--- config.mk ---
export PLATFORM = sky130hd
export DESIGN_NAME = pc_fetch_unit
export DESIGN_NICKNAME = d
export VERILOG_FILES = /design/src/rtl/pc_fetch_unit.sv
export SDC_FILE = /design/constraint.sdc
export NUM_CORES = 1
export LEC_CHECK = 0
export CORE_MARGIN = 2
export CORE_UTILIZATION = 34
export DETAILED_ROUTE_END_ITERATION = 12
export PLACE_DENSITY = 0.61
export SLEW_MARGIN = 10
export SYNTH_ARGS = -nofsm -noshare
export SYNTH_HDL_FRONTEND = slang
export SYNTH_SLANG_ARGS = --single-unit
--- constraint.sdc ---
create_clock -name Clock -period 3.76 [get_ports Clock]
set_input_delay 0.564 -clock Clock [delete_from_list [all_inputs] [get_ports Clock]]
set_output_delay 0.564 -clock Clock [all_outputs]
set_load 0.005 [all_outputs]
--- src/rtl/pc_fetch_unit.sv ---
// rtl/pc_fetch_unit.sv - picoMips fetch stage: PC, ROM addressing, wrap, HEI stall on debounced SW8
module pc_fetch_unit #(
  parameter int          ADDR_W          = 5,
  parameter int          PROG_LEN        = 28,
  parameter logic [5:0]  HEI_OPCODE      = 6'b000111,
  parameter int          DEBOUNCE_CYCLES = 4
) (
  input  logic              Clock,
  input  logic              Reset,
  input  logic              Sw8,
  input  logic [9:0]        Instruction,
  output logic [ADDR_W-1:0] Addr,
  output logic              InstrValid,
  output logic              Waiting,
  output logic              WrapPulse,
  output logic              Sw8Db
);

  localparam int CNT_W = (DEBOUNCE_CYCLES > 1) ? $clog2(DEBOUNCE_CYCLES) : 1;
  localparam logic [ADDR_W-1:0] LAST_PC = ADDR_W'(PROG_LEN - 1);
  localparam logic [CNT_W-1:0]  CNT_MAX = CNT_W'(DEBOUNCE_CYCLES - 1);

  typedef enum logic [1:0] {PRIME, EXEC, WAIT} state_t;

  state_t            state, state_nxt;
  logic [ADDR_W-1:0] cur_pc, cur_pc_nxt, nxt;
  logic              sw_meta, sw_sync;
  logic [CNT_W-1:0]  cnt;
  logic              hei, hold, pass;
  logic              unused_imm_bits;

  assign unused_imm_bits = ^Instruction[3:1];

  always_ff @(posedge Clock or posedge Reset) begin
    if (Reset) begin
      sw_meta <= 1'b0;
      sw_sync <= 1'b0;
    end else begin
      sw_meta <= Sw8;
      sw_sync <= sw_meta;
    end
  end

  // The debounced value only moves after DEBOUNCE_CYCLES consecutive disagreeing samples.
  always_ff @(posedge Clock or posedge Reset) begin
    if (Reset) begin
      cnt   <= '0;
      Sw8Db <= 1'b0;
    end else if (sw_sync == Sw8Db) begin
      cnt <= '0;
    end else if (cnt == CNT_MAX) begin
      cnt   <= '0;
      Sw8Db <= sw_sync;
    end else begin
      cnt <= cnt + 1'b1;
    end
  end

  assign hei  = (Instruction[9:4] == HEI_OPCODE);
  assign hold = hei & (Sw8Db == Instruction[0]);
  assign nxt  = (cur_pc == LAST_PC) ? '0 : cur_pc + 1'b1;

  always_ff @(posedge Clock or posedge Reset) begin
    if (Reset) begin
      state  <= PRIME;
      cur_pc <= '0;
    end else begin
      state  <= state_nxt;
      cur_pc <= cur_pc_nxt;
    end
  end

  always_comb begin
    state_nxt  = state;
    cur_pc_nxt = cur_pc;
    Addr       = '0;
    InstrValid = 1'b0;
    Waiting    = 1'b0;
    pass       = 1'b0;
    case (state)
      PRIME: begin
        state_nxt  = EXEC;
        cur_pc_nxt = '0;
      end
      EXEC, WAIT: begin
        // A stalled HEI keeps re-reading its own address so the ROM word stays presented.
        if (hold) begin
          Addr      = cur_pc;
          Waiting   = 1'b1;
          state_nxt = WAIT;
        end else begin
          pass       = 1'b1;
          InstrValid = 1'b1;
          Addr       = nxt;
          cur_pc_nxt = nxt;
          state_nxt  = EXEC;
        end
      end
      default: begin
        state_nxt  = PRIME;
        cur_pc_nxt = '0;
      end
    endcase
  end

  assign WrapPulse = pass & (cur_pc == LAST_PC);

endmodule

Word level (Yosys, flattened, before mapping)
Cells that the tools add are included.
W data, S select, Z words.
{ "totals": {"ff_bits": 12, "latchBits": 0, "ram_bits": 0, "romBits": 0, "in_bits": 13, "output_inout_bits": 9, "word_cells": 32, "mem_count": 0} }
{ "op_classes": {"n_addsub": 2, "multipliers": 0, "div": 0, "order_cmp": 0, "eq_ne": 7, "shift": 0, "n_mux": 11, "bitwise": 3, "reduce_logical": 3} }
{ "ops": {"columns": ["cell", "count"], "rows": [
  ["$mux W5", 3],
  ["$eq A6 B3 Y1 const B", 1],
  ["$mux W2", 3],
  ["$add A5 B1 Y5 const B", 1],
  ["$eq A5 B5 Y1 const B", 1],
  ["$eq A2 B2 Y1 const B", 2],
  ["$mux W1", 4],
  ["$pmux W2 S2", 1],
  ["$add A2 B1 Y2 const B", 1],
  ["$and A1 B1 Y1", 2],
  ["$eq A1 B1 Y1", 2],
  ["$eq A2 B1 Y1 const B", 1],
  ["$logic_not A2 Y1", 1],
  ["$reduce_and A2 Y1", 1],
  ["$reduce_or A2 Y1", 1],
  ["$not A1 Y1", 1]
]} }

Depth between registers and ports, before layout
{ "depth": {"word_depth": 5, "ltp_mapped": 5, "mapped_depth_nobuf": 4} }

Worst setup path after synthesis
No wires, ideal clock.
{ "synth_timing": {"kind": "input -> output", "startpoint": "input port Instruction[7]", "endpoint": "output port Addr[2]", "arrival_time_ns": 1.690, "required_ns": 3.196, "path_slack_ns": 1.506, "path_stages": 5, "path_buffers": 1, "cell_sequence": "nand4b_1 > or4_1 > clkbuf_2 > and3_1 > o21a_1"} }
{ "synth_via": {"elab_chain_len": 4} }
{ "synth_lines": {"columns": ["item", "line_no", "text"], "rows": [
  ["from (decl)", "11", "input logic [9:0] Instruction,"],
  ["$eq A6 B3 Y1", "59", "assign hei = (Instruction[9:4] == HEI_OPCODE);"],
  ["$and A1 B1 Y1", "60", "assign hold = hei & (Sw8Db == Instruction[0]);"],
  ["$mux W5", null, null],
  ["$mux W5", "80", "case (state)"],
  ["to (decl)", "12", "output logic [ADDR_W-1:0] Addr,"]
]} }
No other way between the ends.

Worst setup path in the final report
{ "layout_timing": {"startpoint": "input port Instruction[5]", "endpoint": "output port Addr[4]"} }
Same word-level chain as after synthesis.

==> metrics.cfg <==
[worst_setup_path]
critical_path_class = in2out
critPathCaptureType = output port
start_kind = primary input
critPathMaxStageDelay_ns = 0.64
cp_max_fo = 8
worstPathCellList = clkdlybuf4s50_1 -> nand4b_1 -> or4_1 -> nand3_1 -> mux2i_1 -> clkdlybuf4s50_1
slowest_stage = or4_1
cpMostUsedCell = clkdlybuf4s50_1
cp.arrival_ns = 2.74
required_ns = 3.20
cp_num_buf_inv = 2
cpLargestDelayFamily = buffers and inverters

[route]
wirelength_mm = 1.11
drtAntennaViolNets = 0
drt_first_pass_iters = 4
post_drt_wl_per_cell_um = 11.9
drtIter0Drc = 6
viasPerCell = 5.10
drc_errors = 0
vias = 474

[global_routing]
overflow = 0
grt_pass1_wl_mm = 1.64
track_usage = 0.119
antenna_found_initial = 0
grt_pass1_vias = 409
grt_max_degree = 13

[cts]
clock_sinks = 12
clockBufferDepth = 2
tritoncts = built
cts_root_buf = clkbuf_4
cts.repair.resized = 0
clock_latency_ns = 0.27
cts_setup_buffers = 0
postCtsHoldBufs = 0
clkTransAtPathRegs_ns = 0.07
cts_max_level = 1
numCtsBuffers = 3

[floorplan]
coreArea_um2 = 1690
die-area_um2 = 2100
io_pins = 22
num_rows = 15
initial_utilization = 0.353
dieHeight_um = 45.9
die_w_um = 45.9

[timing]
setup_viol = 0
skew_ns = 0.00117
finalMaxSlewViolations = 0
hold_viol_final = 0
clock.fmax_mhz = 302
rsz0062_at_grt = false
setup_tns_ns = 0
period_share = 0.880
fin_crit_ns = 3.31
slew_headroom = 0.591
tightest_slew_ns = 0.607

[yosys]
async_reset_ff_frac = 1.00
syn_area_um2 = 596
syn_inst = 57
synth_nets = 74
ys_seq_elements = 12
synth_top_area_share = 0.504
yosysSeqAreaShare = 0.504
ys.flop_type = dfrtp_1
ys_warn_count = 0
synth-edff-count = 0
yosysMostFrequentCell = dfrtp_1
yosysTopAreaCell = dfrtp_1
netlist_top_cells_count = dfrtp_1 (12), a21oi_1 (5), nand2_1 (5)
yosys-top-cells-area = dfrtp_1 (50%), ha_1 (8.4%), a21oi_1 (4.2%)
ys_types = 26
syn_avg_cell_area_um2 = 10.4

[placement]
placed_cell_area_um2 = 788
place_hpwl_um = 829
port_buffers = 18
gp_congestion = 0.689

[layout]
fill_cells = 174
antenna_cells = 0
drive_above_1_share = 0.0526
areaGrowthSynthToFinish_pct = 36.1
nets = 95
stdcell_area_um2 = 811

[power_and_ir_drop]
cellPowerDensity_nw_per_um2 = 658
peakVddDrop_v = 0.000284
power_frac_seq = 0.399
power_leakage_nw = 0.363
internal_power_mw = 0.362
p_sw_mw = 0.171
swShare = 0.321
p_comb_frac = 0.458
p_clk_frac = 0.143

[flow_run]
cap_viol_max_count = 0

[worst_hold_path]
hold_path.class = reg2reg

[status]
outcome = finished clean

-- cell type report --
type	count	area [um2]	area share
tap	17	21.3	0.0262
timing repair buffer	18	180	0.222
clock buffer	3	22.5	0.0278
multi-input combinational	39	272	0.335
sequential	12	300	0.370
inverter	4	15.0	0.0185
-- cell families after synthesis --
| kind of cell | count (synthesis) | share of synthesized area |
|---|---|---|
| adder cells (fa/ha/maj) | 4 | 0.0840 |
| XOR/XNOR | 3 | 0.0441 |
| buffers and inverters | 6 | 0.0399 |
| AO/OA/AOI/OAI | 10 | 0.101 |
| flip-flops | 12 | 0.504 |
| AND/OR/NAND/NOR | 20 | 0.191 |
| multiplexers | 2 | 0.0357 |
-- power by group through the flow --
stage	logic [mW]	registers, mW	clock network, mW
floorplan	0.132	0.207	0
global placement	0.243	0.213	0
detailed placement	0.245	0.214	0
CTS	0.248	0.212	0.0792
global route	0.272	0.219	0.0843
finish	0.244	0.213	0.0762
-- cells in the final DEF, fill, tap and decap left out --
cell type	instances
or4_1	1
o21a_1	2
nor4_1	1
dfrtp_1	12
nand2b_1	1
mux2i_1	1
ha_1	4
nand3_1	1
nand4b_1	2
nor2b_1	1
xnor2_1	2
and3_1	1
clkdlybuf4s50_1	18
nand3b_1	1
xor2_1	1
mux2_2	1
clkbuf_4	3
a21oi_1	5
nor3b_1	1
and2_1	2
nand2_1	5
a21boi_0	2
o21ai_0	1
nor2_1	2
inv_1	4
nor3_1	1
-- path summary, 6_finish.rpt --
kind                                start         to  slack (ns)  depth (start not counted)
max                        Instruction[5]    Addr[4]        0.45                          6
min                               sw_meta    sw_sync        0.35                          0
max reg2reg                         Sw8Db  cur_pc[2]        2.07                          4
min reg2reg                       sw_meta    sw_sync        0.35                          0
max in group asynchronous           Reset      Sw8Db        2.86                          2
min in group asynchronous           Reset  cur_pc[1]        0.59                          2
-- flip-flops by register name, summed over array words and instances, names as in the netlist --
signal / flops
Sw8Db: 1
state: 2
sw_sync: 1
cnt: 2
sw_meta: 1
cur_pc: 5
-- stage by stage --
step	setup WS [ns]	utilization	instances	power [mW]	hold slack, ns
final	0.451	0.480	93	0.533	0.354
after detailed placement	0.435	0.467	90	0.459	0.340
after CTS	0.426	0.480	93	0.539	0.356
after global routing	0.321	0.480	93	0.576	0.380
after global placement	0.500	0.467	90	0.456	0.335
after floorplan	1.51	-	57	0.338	0.331
-- routing by layer --
layer	up-vias	track usage	wire length (um)
met5	-	0	0
met4	0	0.120	47
met3	4	0.0238	50
met2	13	0.175	494
met1	222	0.139	516
li1	235	-	-
(Power assumes the default switching activity.)
==> RTL change, RTL diff (same flow settings) <==
Reset style: synchronous (`Reset`), changed in 3 clocked blocks.
--- a/src/rtl/pc_fetch_unit.sv
+++ b/src/rtl/pc_fetch_unit.sv
@@ -31,7 +31,7 @@
 
   assign unused_imm_bits = ^Instruction[3:1];
 
-  always_ff @(posedge Clock or posedge Reset) begin
+  always_ff @(posedge Clock) begin
     if (Reset) begin
       sw_meta <= 1'b0;
       sw_sync <= 1'b0;
@@ -42,7 +42,7 @@
   end
 
   // The debounced value only moves after DEBOUNCE_CYCLES consecutive disagreeing samples.
-  always_ff @(posedge Clock or posedge Reset) begin
+  always_ff @(posedge Clock) begin
     if (Reset) begin
       cnt   <= '0;
       Sw8Db <= 1'b0;
@@ -60,7 +60,7 @@
   assign hold = hei & (Sw8Db == Instruction[0]);
   assign nxt  = (cur_pc == LAST_PC) ? '0 : cur_pc + 1'b1;
 
-  always_ff @(posedge Clock or posedge Reset) begin
+  always_ff @(posedge Clock) begin
     if (Reset) begin
       state  <= PRIME;
       cur_pc <= '0;
Formal check against the unedited RTL: differs if Reset is asserted again (counterexample within 4 cycles, from zero or initial values and one cycle with Reset high); with Reset held inactive, the same outputs for 10 cycles.
==> RTL change against the original RTL <==
  * Non-clock buffer count rose by 1
  * Cell area increased by 13%
  * Sequential cell count is the same
  * Sequential share of layout area down 11 points
  * Synthesized area up 12%
  * Routed wire length is 24% higher
  * Worst setup slack improved by 0.28 ns
  * Highest routed layer unchanged
Power is not compared: it rests on default switching activity, and its combinational part moved more than twofold at a synthesized area within 25%.
==> RTL change: results <==
[status]
outcome = "completed"

[detailed_routing]
route.top_layer_used = "met4"
wire_per_inst_microns = 11.04
first_iter_violations = 13
vias_per_cell = 4.887
wl_met1_microns = 696
vias = 606
wl_met3_microns = 50
drt_pass1_iterations = 5
wl_met2_microns = 602

[critical_path]
path_max_fanout = 7
arrival_ns = 2.46

[synthesis]
synth_common_cells = "dfxtp_1 (12), nand2_1 (8), nor2_1 (6)"
ys_seq_area_share_pct = 36.16
syn_area_per_cell_sq_um = 8.628
ys_async_sr_fraction_pct = 0
syn_nets = 94
ys_top_cells_by_area = "dfxtp_1 (36%), ha_1 (7.5%), mux2i_1 (7.5%), nand2_1 (4.5%), a21oi_1 (3.8%)"
synth.distinct_cells = 27

[clock_network]
clkTransAtPathRegs_ns = 0.08
clk_path_buf_depth = 2
insertion_delay_ns = 0.27
root_buffer = "clkbuf_4"
ctsResizeCount = 0
numCtsBuffers = 3
htree_levels = 1

[timing]
slew_violations = 0
worst_clock_skew_ns = 0.006593
worst-slew-pin-transition_ns = 0.5717

[power_and_ir_drop]
peakVddDrop_uv = 145.6
p_leak_nw = 0.3342

[grt]
grt_pass1_wl_mm = 2.242
track_usage_pct = 14.17
grt_max_degree = 8
grt_antenna_before_repair = 0
met1_usage_pct = 18.65
grt_overflow = 0
grt_use_met2_pct = 20.26
grt_pass1_vias = 528
met3_usage_pct = 5.556

[place]
gp_congestion = 0.7834
placed_cells_incl_taps = 120
post_dp_cell_area_sq_um = 879.6
hpwl_mm = 1.086
pre_cts_ws_ns = 0.7684
port_buffers = 18

[cells_and_area]
fillers = 173
largest_registers = "cur_pc x5, cnt x2, state x2"
layout-drive-gt1-share_pct = 6.061

[floorplanning]
die-area_sq_um = 2324
-- RTL change: changes by cell type after synthesis, sizes merged, moves of 2 or more --
cell    change
and2        -2
mux2i       +4
nor2        +4
nor2b       +3
dfrtp      -12
a31oi       +4
dfxtp      +12
o31ai       +2
a21boi      -2
nand2       +3
nand4       +3
-- RTL change: cells by family after synthesis --
family / count (synthesis) / synth area share (%)
and+or+nand+nor: 32 / 26.56
AOI/OAI and AO/OA: 15 / 14.88
DFF: 12 / 36.16
buffers and inverters: 6 / 3.390
muxes: 5 / 7.533
adders and majority gates: 4 / 7.533
xor gates and xnor gates: 3 / 3.956
-- RTL change: final timing paths --
check / cells past startpoint / slack [ns] / end / start
min: 1 / 0.42 / cnt[0]$_SDFF_PP0_ / cnt[0]$_SDFF_PP0_
max: 5 / 0.73 / Addr[4] / Instruction[0]
max reg2reg: 3 / 2.35 / cur_pc[4]$_SDFF_PP0_ / Sw8Db$_SDFFE_PP0P_
min reg2reg: 1 / 0.42 / cnt[0]$_SDFF_PP0_ / cnt[0]$_SDFF_PP0_
-- RTL change: worst max-delay path, stage by stage --
cell             delay (ns)
clkdlybuf4s50_1        0.45
xnor2_1                0.49
a31oi_1                0.26
mux2i_1                0.19
clkdlybuf4s50_1        0.51
-- RTL change: area by class of cell --
type                       count  area (sq um)  share of cell area [%]
inverter                       5         18.77                   2.049
multi-input combinational     59         401.6                   43.85
clock buffer                   4         36.28                   3.962
timing repair buffer          19         187.7                   20.49
sequential                    12         240.2                   26.23
tap                           25         31.28                   3.415
-- RTL change: where the power goes --
part	internal [mW]	leakage, nW	total, mW	switching (mW)
Clock	0.0589	0.0210	0.103	0.0444
Sequential	0.130	0.0978	0.132	0.00211
Combinational	0.0204	0.215	0.0367	0.0163
